**config.mk**
```make
export PLATFORM = sky130hd
export DESIGN_NAME = prog_truth_table_gate_flat
export DESIGN_NICKNAME = d
export VERILOG_FILES = /design/src/rtl/prog_truth_table_gate_if.sv /design/src/rtl/prog_truth_table_gate.sv /design/src/flat_wrapper.sv
export SDC_FILE = /design/constraint.sdc
export NUM_CORES = 1
export LEC_CHECK = 0
export ABC_AREA = 1
export CAP_MARGIN = 20
export CORE_MARGIN = 8
export CORE_UTILIZATION = 53
export CTS_BUF_LIST = sky130_fd_sc_hd__clkbuf_4
export CTS_CLUSTER_DIAMETER = 30
export DETAILED_ROUTE_END_ITERATION = 10
export PLACE_DENSITY_LB_ADDON = 0.12
export SETUP_SLACK_MARGIN = 0.02
export SLEW_MARGIN = 15
export SYNTH_ARGS = -nofsm -noshare
export SYNTH_HDL_FRONTEND = slang
export SYNTH_SLANG_ARGS = --single-unit
```
**constraint.sdc**
```tcl
create_clock -name clk -period 1.2 [get_ports clk]
set_input_delay 0.18 -clock clk [delete_from_list [all_inputs] [get_ports clk]]
set_output_delay 0.18 -clock clk [all_outputs]
set_load 0.02 [all_outputs]
```
**src/rtl/prog_truth_table_gate_if.sv**
```systemverilog
// Configuration port of the programmable truth-table gate: serial table load
// handshake plus load status flags.
interface prog_truth_table_gate_if;
    logic cfg_start;
    logic cfg_abort;
    logic cfg_valid;
    logic cfg_bit;
    logic cfg_ready;
    logic cfg_done;
    logic cfg_err;
    logic busy;

    modport master (
        output cfg_start, cfg_abort, cfg_valid, cfg_bit,
        input  cfg_ready, cfg_done, cfg_err, busy
    );

    modport slave (
        input  cfg_start, cfg_abort, cfg_valid, cfg_bit,
        output cfg_ready, cfg_done, cfg_err, busy
    );
endinterface

```
**src/rtl/prog_truth_table_gate.sv**
```systemverilog
// Run-time programmable N-input truth-table gate. The table is loaded serially into a shadow
// register and committed atomically; the output follows only inputs that held for SETTLE cycles.
module prog_truth_table_gate #(
    parameter int          N_IN    = 3,
    parameter logic [63:0] INIT_TT = 64'h01,
    parameter int          SETTLE  = 4
) (
    input  logic            clk,
    input  logic            rst_n,
    input  logic [N_IN-1:0] in,
    output logic            out,
    output logic            out_valid,
    prog_truth_table_gate_if.slave cfg
);
    localparam int TT_W  = 1 << N_IN;
    localparam int BIT_W = N_IN + 1;
    localparam int CNT_W = (SETTLE > 1) ? $clog2(SETTLE) : 1;
    localparam logic [CNT_W-1:0] CNT_MAX  = CNT_W'(SETTLE - 1);
    localparam logic [BIT_W-1:0] LAST_BIT = BIT_W'(TT_W - 1);
    localparam logic [TT_W-1:0]  TT_RST   = INIT_TT[TT_W-1:0];

    typedef enum logic [1:0] {
        ST_RUN    = 2'd0,
        ST_LOAD   = 2'd1,
        ST_COMMIT = 2'd2
    } state_t;

    state_t            r_state;
    state_t            w_state_nxt;
    logic [TT_W-1:0]   r_tt;
    logic [TT_W-1:0]   r_shadow;
    logic [BIT_W-1:0]  r_bit_idx;
    logic [N_IN-1:0]   r_in_q;
    logic [CNT_W-1:0]  r_cnt;
    logic              r_out;
    logic              r_out_valid;
    logic              r_cfg_ready;
    logic              r_cfg_done;
    logic              r_cfg_err;
    logic              r_busy;
    logic              w_settled;
    logic              w_accept;
    logic              w_last;
    logic              w_start_run;

    assign w_settled   = (in == r_in_q) && (r_cnt == CNT_MAX);
    assign w_accept    = (r_state == ST_LOAD) && cfg.cfg_valid && !cfg.cfg_abort;
    assign w_last      = (r_bit_idx == LAST_BIT);
    assign w_start_run = (r_state == ST_RUN) && cfg.cfg_start;

    assign out           = r_out;
    assign out_valid     = r_out_valid;
    assign cfg.cfg_ready = r_cfg_ready;
    assign cfg.cfg_done  = r_cfg_done;
    assign cfg.cfg_err   = r_cfg_err;
    assign cfg.busy      = r_busy;

    // Load sequencer state register
    always_ff @(posedge clk or negedge rst_n) begin
        if (!rst_n) begin
            r_state <= ST_RUN;
        end else begin
            r_state <= w_state_nxt;
        end
    end

    // Load sequencer next-state; abort outranks a same-cycle bit transfer
    always_comb begin
        w_state_nxt = r_state;
        case (r_state)
            ST_RUN: begin
                if (cfg.cfg_start) begin
                    w_state_nxt = ST_LOAD;
                end else begin
                    w_state_nxt = ST_RUN;
                end
            end
            ST_LOAD: begin
                if (cfg.cfg_abort) begin
                    w_state_nxt = ST_RUN;
                end else if (w_accept && w_last) begin
                    w_state_nxt = ST_COMMIT;
                end else begin
                    w_state_nxt = ST_LOAD;
                end
            end
            ST_COMMIT: begin
                w_state_nxt = ST_RUN;
            end
            default: begin
                w_state_nxt = ST_RUN;
            end
        endcase
    end

    // Status flags are decoded from the next state so they line up with the state register
    always_ff @(posedge clk or negedge rst_n) begin
        if (!rst_n) begin
            r_cfg_ready <= 1'b0;
            r_cfg_done  <= 1'b0;
            r_busy      <= 1'b0;
        end else begin
            r_cfg_ready <= (w_state_nxt == ST_LOAD);
            r_cfg_done  <= (w_state_nxt == ST_COMMIT);
            r_busy      <= (w_state_nxt != ST_RUN);
        end
    end

    // Sticky protocol error: a bit offered while no load is open; a new load request clears it
    always_ff @(posedge clk or negedge rst_n) begin
        if (!rst_n) begin
            r_cfg_err <= 1'b0;
        end else if (w_start_run) begin
            r_cfg_err <= 1'b0;
        end else if (cfg.cfg_valid && (r_state != ST_LOAD)) begin
            r_cfg_err <= 1'b1;
        end else begin
            r_cfg_err <= r_cfg_err;
        end
    end

    // Shadow table capture and bit pointer
    always_ff @(posedge clk or negedge rst_n) begin
        if (!rst_n) begin
            r_shadow  <= {TT_W{1'b0}};
            r_bit_idx <= {BIT_W{1'b0}};
        end else if (w_start_run) begin
            r_shadow  <= {TT_W{1'b0}};
            r_bit_idx <= {BIT_W{1'b0}};
        end else if ((r_state == ST_LOAD) && cfg.cfg_abort) begin
            r_shadow  <= {TT_W{1'b0}};
            r_bit_idx <= {BIT_W{1'b0}};
        end else if (w_accept) begin
            r_shadow[r_bit_idx[N_IN-1:0]] <= cfg.cfg_bit;
            r_bit_idx                     <= r_bit_idx + BIT_W'(1);
        end else begin
            r_shadow  <= r_shadow;
            r_bit_idx <= r_bit_idx;
        end
    end

    // Active table: replaced as a whole only in the commit cycle
    always_ff @(posedge clk or negedge rst_n) begin
        if (!rst_n) begin
            r_tt <= TT_RST;
        end else if (r_state == ST_COMMIT) begin
            r_tt <= r_shadow;
        end else begin
            r_tt <= r_tt;
        end
    end

    // Settle filter; a commit restarts the count so the new table is applied only after a full window
    always_ff @(posedge clk or negedge rst_n) begin
        if (!rst_n) begin
            r_in_q      <= {N_IN{1'b0}};
            r_cnt       <= {CNT_W{1'b0}};
            r_out       <= 1'b0;
            r_out_valid <= 1'b0;
        end else begin
            r_in_q <= in;
            if (r_state == ST_COMMIT) begin
                r_cnt <= {CNT_W{1'b0}};
            end else if (in != r_in_q) begin
                r_cnt <= {CNT_W{1'b0}};
            end else if (r_cnt != CNT_MAX) begin
                r_cnt <= r_cnt + CNT_W'(1);
            end else begin
                r_cnt <= r_cnt;
            end
            if (w_settled) begin
                r_out       <= r_tt[in];
                r_out_valid <= 1'b1;
            end else begin
                r_out       <= r_out;
                r_out_valid <= r_out_valid;
            end
        end
    end
endmodule
```
**src/flat_wrapper.sv**
```systemverilog
// flat-port wrapper written by rule: the top's interface ports become plain ports
module prog_truth_table_gate_flat 
#(
    parameter int          N_IN    = 3,
    parameter logic [63:0] INIT_TT = 64'h01,
    parameter int          SETTLE  = 4
)
  (clk, rst_n, in, out, out_valid, cfg_cfg_start, cfg_cfg_abort, cfg_cfg_valid, cfg_cfg_bit, cfg_cfg_ready, cfg_cfg_done, cfg_cfg_err, cfg_busy);
  prog_truth_table_gate_if cfg_i ();
  input  logic clk;
  input  logic rst_n;
  input  logic [N_IN-1:0] in;
  output logic out;
  output logic out_valid;
  input wire logic [$bits(cfg_i.cfg_start)-1:0] cfg_cfg_start;
  input wire logic [$bits(cfg_i.cfg_abort)-1:0] cfg_cfg_abort;
  input wire logic [$bits(cfg_i.cfg_valid)-1:0] cfg_cfg_valid;
  input wire logic [$bits(cfg_i.cfg_bit)-1:0] cfg_cfg_bit;
  output wire logic [$bits(cfg_i.cfg_ready)-1:0] cfg_cfg_ready;
  output wire logic [$bits(cfg_i.cfg_done)-1:0] cfg_cfg_done;
  output wire logic [$bits(cfg_i.cfg_err)-1:0] cfg_cfg_err;
  output wire logic [$bits(cfg_i.busy)-1:0] cfg_busy;
  assign cfg_i.cfg_start = cfg_cfg_start;
  assign cfg_i.cfg_abort = cfg_cfg_abort;
  assign cfg_i.cfg_valid = cfg_cfg_valid;
  assign cfg_i.cfg_bit = cfg_cfg_bit;
  assign cfg_cfg_ready = cfg_i.cfg_ready;
  assign cfg_cfg_done = cfg_i.cfg_done;
  assign cfg_cfg_err = cfg_i.cfg_err;
  assign cfg_busy = cfg_i.busy;
  prog_truth_table_gate #(.N_IN(N_IN), .INIT_TT(INIT_TT), .SETTLE(SETTLE)) u_core (.clk(clk), .rst_n(rst_n), .in(in), .out(out), .out_valid(out_valid), .cfg(cfg_i));
endmodule
```
* After elaboration in Yosys (flattened, before gate mapping)
Index checks and enable logic that the tools add are counted.
** Storage, ports and cells
- Word-level logic and storage cells :: 61
- Bits of input ports :: 9
- Bits in registers :: 33
** Operators by class
- $lt $le $gt $ge :: 3
- Eq/ne operators :: 10
- Multiplexer cells :: 20
- Reduce and logical (&&, ||, !) cells :: 14
- Add/subtract/negate cells :: 2
** Operator list (number)
- two-way mux 8 bit :: 3
- two-way mux 4 bit :: 3
- two-way mux 2 bit :: 5
- bitwise mux 8 bit :: 1
- logical AND 1 bit :: 8
- < comparator 3 x 4 -> 1 bit (second input constant) :: 2
- == test 2 bit (second input constant) :: 3
- nonzero test 3 bit :: 2
- two-way mux 1 bit :: 5
- adder 4 x 1 -> 4 bit (second input constant) :: 1
- == test 2 x 1 -> 1 bit (second input constant) :: 2
- == test 4 x 3 -> 1 bit (second input constant) :: 1
- case mux 2 bit (2 select lines) :: 1
- nonzero test 2 bit :: 2
- binary-select mux 1 bit (select 3 bit) :: 1
- demux 1 bit (select 3 bit) :: 1
- == test 3 bit :: 1
- greater-or-equal comparator 3 x 1 -> 1 bit (second input constant) :: 1
- inequality test 3 bit :: 1
- adder 2 x 1 -> 2 bit (second input constant) :: 1
- zero test 2 bit :: 1
- inequality test 2 x 1 -> 1 bit (second input constant) :: 1
- inequality test 2 bit (second input constant) :: 1
- zero test 1 bit :: 1

* Longest topological paths before layout
- Depth after elaboration :: 8
- Gate-level depth with buffers :: 8
- Mapped depth without buffers :: 8

* Least setup slack after synthesis
OpenSTA, ideal clock, no wires.
- Path kind :: register -> register
- Start :: register u_core.r_state[0]
- End :: register u_core.r_cfg_ready (netlist: u_core.cfg.cfg_ready)
- Setup slack :: 69 ps
- Period minus slack after synthesis :: 1131 ps
- Arrival time :: 1012 ps
- Required time :: 1081 ps
- Stages on the path, launching flop included :: 8
- Library setup time :: 119 ps
- Path through :: dfrtp_1 -> inv_2 -> nor2_4 -> nand3_4 -> nor2_1 -> nand3_2 -> nand2_1 -> nand2_1
** On the way
- Longest elaborated chain between the ends :: 8
- Elaborated cells on any way between the ends :: 9
- Those cells by class :: eq/ne (2); mux (3); reduce/logical (4)
** Ends and longest elaborated chain
- start, declared :: RTL line prog_truth_table_gate.sv:28 : state_t r_state;
- start signal, assigned :: RTL line prog_truth_table_gate.sv:63 : r_state <= w_state_nxt;
- == test 2 x 1 -> 1 bit :: RTL line prog_truth_table_gate.sv:47, prog_truth_table_gate.sv:70
- logical AND 1 bit (2 in series) :: RTL line prog_truth_table_gate.sv:47 : assign w_accept = (r_state == ST_LOAD) && cfg.cfg_valid && !cfg.cfg_abort;
- logical AND 1 bit :: RTL line prog_truth_table_gate.sv:81 : end else if (w_accept && w_last) begin
- two-way mux 2 bit :: RTL line prog_truth_table_gate.sv:81
- two-way mux 2 bit :: RTL line prog_truth_table_gate.sv:79 : if (cfg.cfg_abort) begin
- case mux 2 bit (2 select lines) * :: RTL line prog_truth_table_gate.sv:70 : case (r_state)
- == test 2 x 1 -> 1 bit * :: RTL line prog_truth_table_gate.sv:103 : r_cfg_ready <= (w_state_nxt == ST_LOAD);
- end signal, assigned :: RTL line prog_truth_table_gate.sv:103
- end, declared :: RTL line prog_truth_table_gate.sv:37 : logic r_cfg_ready;
Mark *: on every way between the ends. The rest lies on a longest branch, timed or not.
A chain may end at the register's enable or synchronous reset.

* Worst setup path after layout
- Start :: register u_core.r_state[1]
- End :: register u_core.r_shadow[1]
** On the way
- Longest elaborated chain between the ends :: 4
- Elaborated cells on any way between the ends :: 9
- Those cells by class :: eq/ne (1); mux (2); reduce/logical (6)
** Ends and longest elaborated chain
- == test 2 x 1 -> 1 bit :: RTL line prog_truth_table_gate.sv:47, prog_truth_table_gate.sv:130
- logical AND 1 bit (on tied branches) :: RTL line prog_truth_table_gate.sv:130, prog_truth_table_gate.sv:47
- two-way mux 8 bit or logical AND 1 bit (tied branches) :: RTL line prog_truth_table_gate.sv:130, prog_truth_table_gate.sv:47
- two-way mux 8 bit or nonzero test 3 bit (tied branches)
- end signal, assigned :: RTL line prog_truth_table_gate.sv:128 : r_shadow <= {TT_W{1'b0}};
- end signal, assigned :: RTL line prog_truth_table_gate.sv:131 : r_shadow <= {TT_W{1'b0}};
- end signal, assigned by index :: RTL line prog_truth_table_gate.sv:134 : r_shadow[r_bit_idx[N_IN-1:0]] <= cfg.cfg_bit;
- end, declared :: RTL line prog_truth_table_gate.sv:31 : logic [TT_W-1:0] r_shadow;
Several ways; a longest one is shown, not always the timed one.

==> impl_table.tex <==
\begin{tabular}{lr}
\hline
Metric & Value \\
\hline
\multicolumn{2}{l}{\textbf{Global routing}} \\
Initial antenna violation count & 0 \\
First-pass GRT wire length & 5800 µm \\
Total Routing Usage GR & 0.147 \\
Via count of the first global-routing pass & 1350 \\
Remaining global-route overflow & 0 \\
Maximum number of pins on one net before global-route repair & 34 \\
\multicolumn{2}{l}{\textbf{CTS}} \\
Total number of H-tree levels & 2 \\
Total CTS buffers & 5 \\
\# clock sinks & 33 \\
Root buffer cell & clkbuf\_4 \\
Clock tree buffer depth & 2 \\
CTS tree & yes \\
Clock slew seen by the registers of the worst setup and hold paths & 110 ps \\
Total of hold buffers inserted after clock tree synthesis & 0 \\
Clock insertion delay at the later pin of the skew report & 340 ps \\
\multicolumn{2}{l}{\textbf{Placement}} \\
Gpl congestion & 0.927 \\
Half-perimeter wire length of the detailed placement result & 2270 µm \\
Number of buffers inserted by port buffering & 14 \\
Post-Place Cell Area & 1870 µm² \\
\multicolumn{2}{l}{\textbf{Floorplan}} \\
Die Area & 5000 µm² \\
Die height & 70.7 µm \\
Die span in x & 70.7 µm \\
Starting utilization of the core area & 0.537 \\
Area inside the core boundary & 2950 µm² \\
Num rows & 20 \\
Number of I/O pins & 15 \\
\multicolumn{2}{l}{\textbf{Status}} \\
Violated checks & negative setup slack \\
Run status & finished with violations \\
\multicolumn{2}{l}{\textbf{Drt}} \\
DRT Pass-1 Iters & 5 \\
Drt drc & 0 \\
Final wirelength & 3400 µm \\
Mean routed wirelength per cell & 13.2 µm \\
First-iteration detailed-routing DRC count & 54 \\
Via density & 5.14 \\
Count of vias placed by the detailed router & 1321 \\
Final ANT Viol Nets & 0 \\
\multicolumn{2}{l}{\textbf{STA}} \\
Max transition margin & 0.821 \\
Unrepaired setup endpoints after global routing & true \\
Final setup violation count & 4 \\
Total negative slack for setup checks & -96.4 ps \\
Worst slew pin tran & 267 ps \\
Smallest setup slack after layout & -47.8 ps \\
Worst-case clock skew & 11.9 ps \\
Number of hold violations in the final report & 0 \\
Max-slew violation count & 0 \\
Final Critical Period & 1250 ps \\
Crit share post-route & 1.04 \\
FMAX & 801 MHz \\
\multicolumn{2}{l}{\textbf{Pwr}} \\
Worst vdd rail ir drop & 0.775 mV \\
Leakage power & 0.999 nW \\
Cell area power density & 1120 nW/µm² \\
\multicolumn{2}{l}{\textbf{Setup path}} \\
Most common cell type on the critical path & nor2\_1 \\
Cell with the largest stage delay on the worst path & dfrtp\_1 \\
Kind of start point of the critical path & register \\
Crit Path Max Fanout & 6 \\
Delay of the slowest cell on the worst path & 420 ps \\
Critical Setup Path Class & register to register \\
Data arrival time at the worst-slack endpoint & 1530 ps \\
Crit path cell chain & nor2\_4, nand3\_4, buf\_6, nor2\_1, o21ai\_1, nor2\_1 \\
Worst Path Required & 1480 ps \\
Critical path capture point type & register \\
\multicolumn{2}{l}{\textbf{Layout}} \\
Layout overhead on the synthesized area & 28.9\% \\
Fill cell total of the finished layout & 231 \\
Multi-input combinational cell area & 707 µm² \\
Reg area & 830 µm² \\
Fraction of layout instances using a drive strength above 1 & 0.268 \\
N\_diodes & 0 \\
Net count of the finished layout & 234 \\
Summed area of non-filler cells in the final layout & 2050 µm² \\
\multicolumn{2}{l}{\textbf{Run}} \\
Max-cap violations & 0 \\
\multicolumn{2}{l}{\textbf{Hold path}} \\
Path class of the lowest-slack min-delay path & input port to asynchronous set/reset pin \\
\multicolumn{2}{l}{\textbf{Yosys}} \\
Most frequent cell after synthesis & nand2\_1 \\
Number of distinct standard cells referenced by the synthesized netlist & 27 \\
Synthesized instance count & 187 \\
Count of yosys warnings during synthesis & 0 \\
Largest cells by area after synthesis & dfrtp\_1 50\%, nand2\_1 10\%, inv\_1 6.6\% \\
Synth Register Bits & 33 \\
Dominant cell type by area after synthesis & dfrtp\_1 \\
Most frequent cells after synthesis & 44 x nand2\_1, 32 x dfrtp\_1, 28 x inv\_1, 17 x o21ai\_0, 14 x nor2\_1 \\
Number of enable-type register cells in the synthesized netlist & 0 \\
Portion of the post-synthesis area used by sequential elements & 0.521 \\
Synth Cell Area & 1590 µm² \\
Syn nets & 198 \\
Mapped Avg Cell Area & 8.48 µm² \\
Dominant register cell in the synthesized netlist & dfrtp\_1 \\
Yosys top cell area share & 0.505 \\
Async set or reset register ratio after synthesis & 1.00 \\
\hline
\end{tabular}
## timing repair
item	4_1_cts	5_1_grt
gates resized for setup	22	31
endpoints found under the setup margin	20	24
gates cloned	1	0
setup buffers	1	2
pin swaps	2	7
## flip-flops by register name, indices dropped and copies added (netlist names)
signal,flops
u_core.out,1
u_core.cfg.busy,1
u_core.cfg.cfg_done,1
u_core.r_in_q,3
u_core.r_tt,8
u_core.cfg.cfg_ready,1
u_core.out_valid,1
u_core.r_state,2
u_core.r_bit_idx,4
u_core.cfg.cfg_err,1
u_core.r_cnt,2
u_core.r_shadow,8
## per-stage QoR
step	util	cells	power (mW)	setup WS [ps]	hold slack, ps
after floorplan	-	187	1.41	69.3	-116
after global placement	0.633	245	1.59	-186	451
after detailed placement	0.633	245	1.60	-211	458
after CTS	0.664	255	2.25	-27.2	190
after global routing	0.693	257	2.38	-166	212
final	0.693	257	2.28	-47.8	195
## kinds of logic after synthesis
| logic type | Yosys count | share of synthesized area |
|---|---|---|
| simple gates | 91 | 0.278 |
| buf+inv | 34 | 0.0875 |
| flops | 33 | 0.521 |
| compound gates | 22 | 0.0694 |
| xor+xnor | 4 | 0.0221 |
| fa+ha+maj | 2 | 0.0158 |
| mux | 1 | 0.00631 |
## power by group
group          switching, mW  total, mW  leakage (nW)  internal [mW]
clock                  0.365      0.635        0.0338          0.270
combinational          0.254      0.453         0.529          0.199
sequential            0.0339       1.19         0.437           1.16
## per-layer routing
layer,up-vias,part of all wire,track usage
li1,665,-,-
met5,-,0,0
met4,0,0.0044,0.0878
met1,623,0.41,0.154
met2,31,0.54,0.254
met3,2,0.044,0.0410
## critical path: cells and delay by family, from the launching register on
family          cells  cell delay [ps]
compound gates      1               90
buf+inv             1              160
flops               1              420
simple gates        4              530
## final timing paths
check	startpoint	endpoint	slack, ps	cells after the start
setup / recovery	u_core.r_state[1]	u_core.r_shadow[1]	-50	6
min in group clk	u_core.out_valid	u_core.out_valid	470	1
setup reg to reg	u_core.r_state[1]	u_core.r_shadow[1]	-50	6
max in group asynchronous	rst_n	u_core.r_tt[0]	750	2
hold reg to reg	u_core.out_valid	u_core.out_valid	470	1
hold / removal	rst_n	u_core.r_shadow[1]	200	2
## placed cells by master (no fill, tap or decap), types with 6 or more instances in the layout
master and n:
nand2_1 43, o21ai_0 12, dfrtp_1 30, clkbuf_4 7, nand3_1 12, buf_4 12
clkdlybuf4s50_1 8, inv_1 25, o21ai_1 6, nor2_1 11
## final cells by class
type,count,area share
sequential,33,0.406
clock inverter,1,0.00183
multi-input combinational,121,0.346
tap,33,0.0202
timing repair buffer,32,0.144
inverter,30,0.0569
clock buffer,7,0.0257
(Power assumes the default switching activity.)
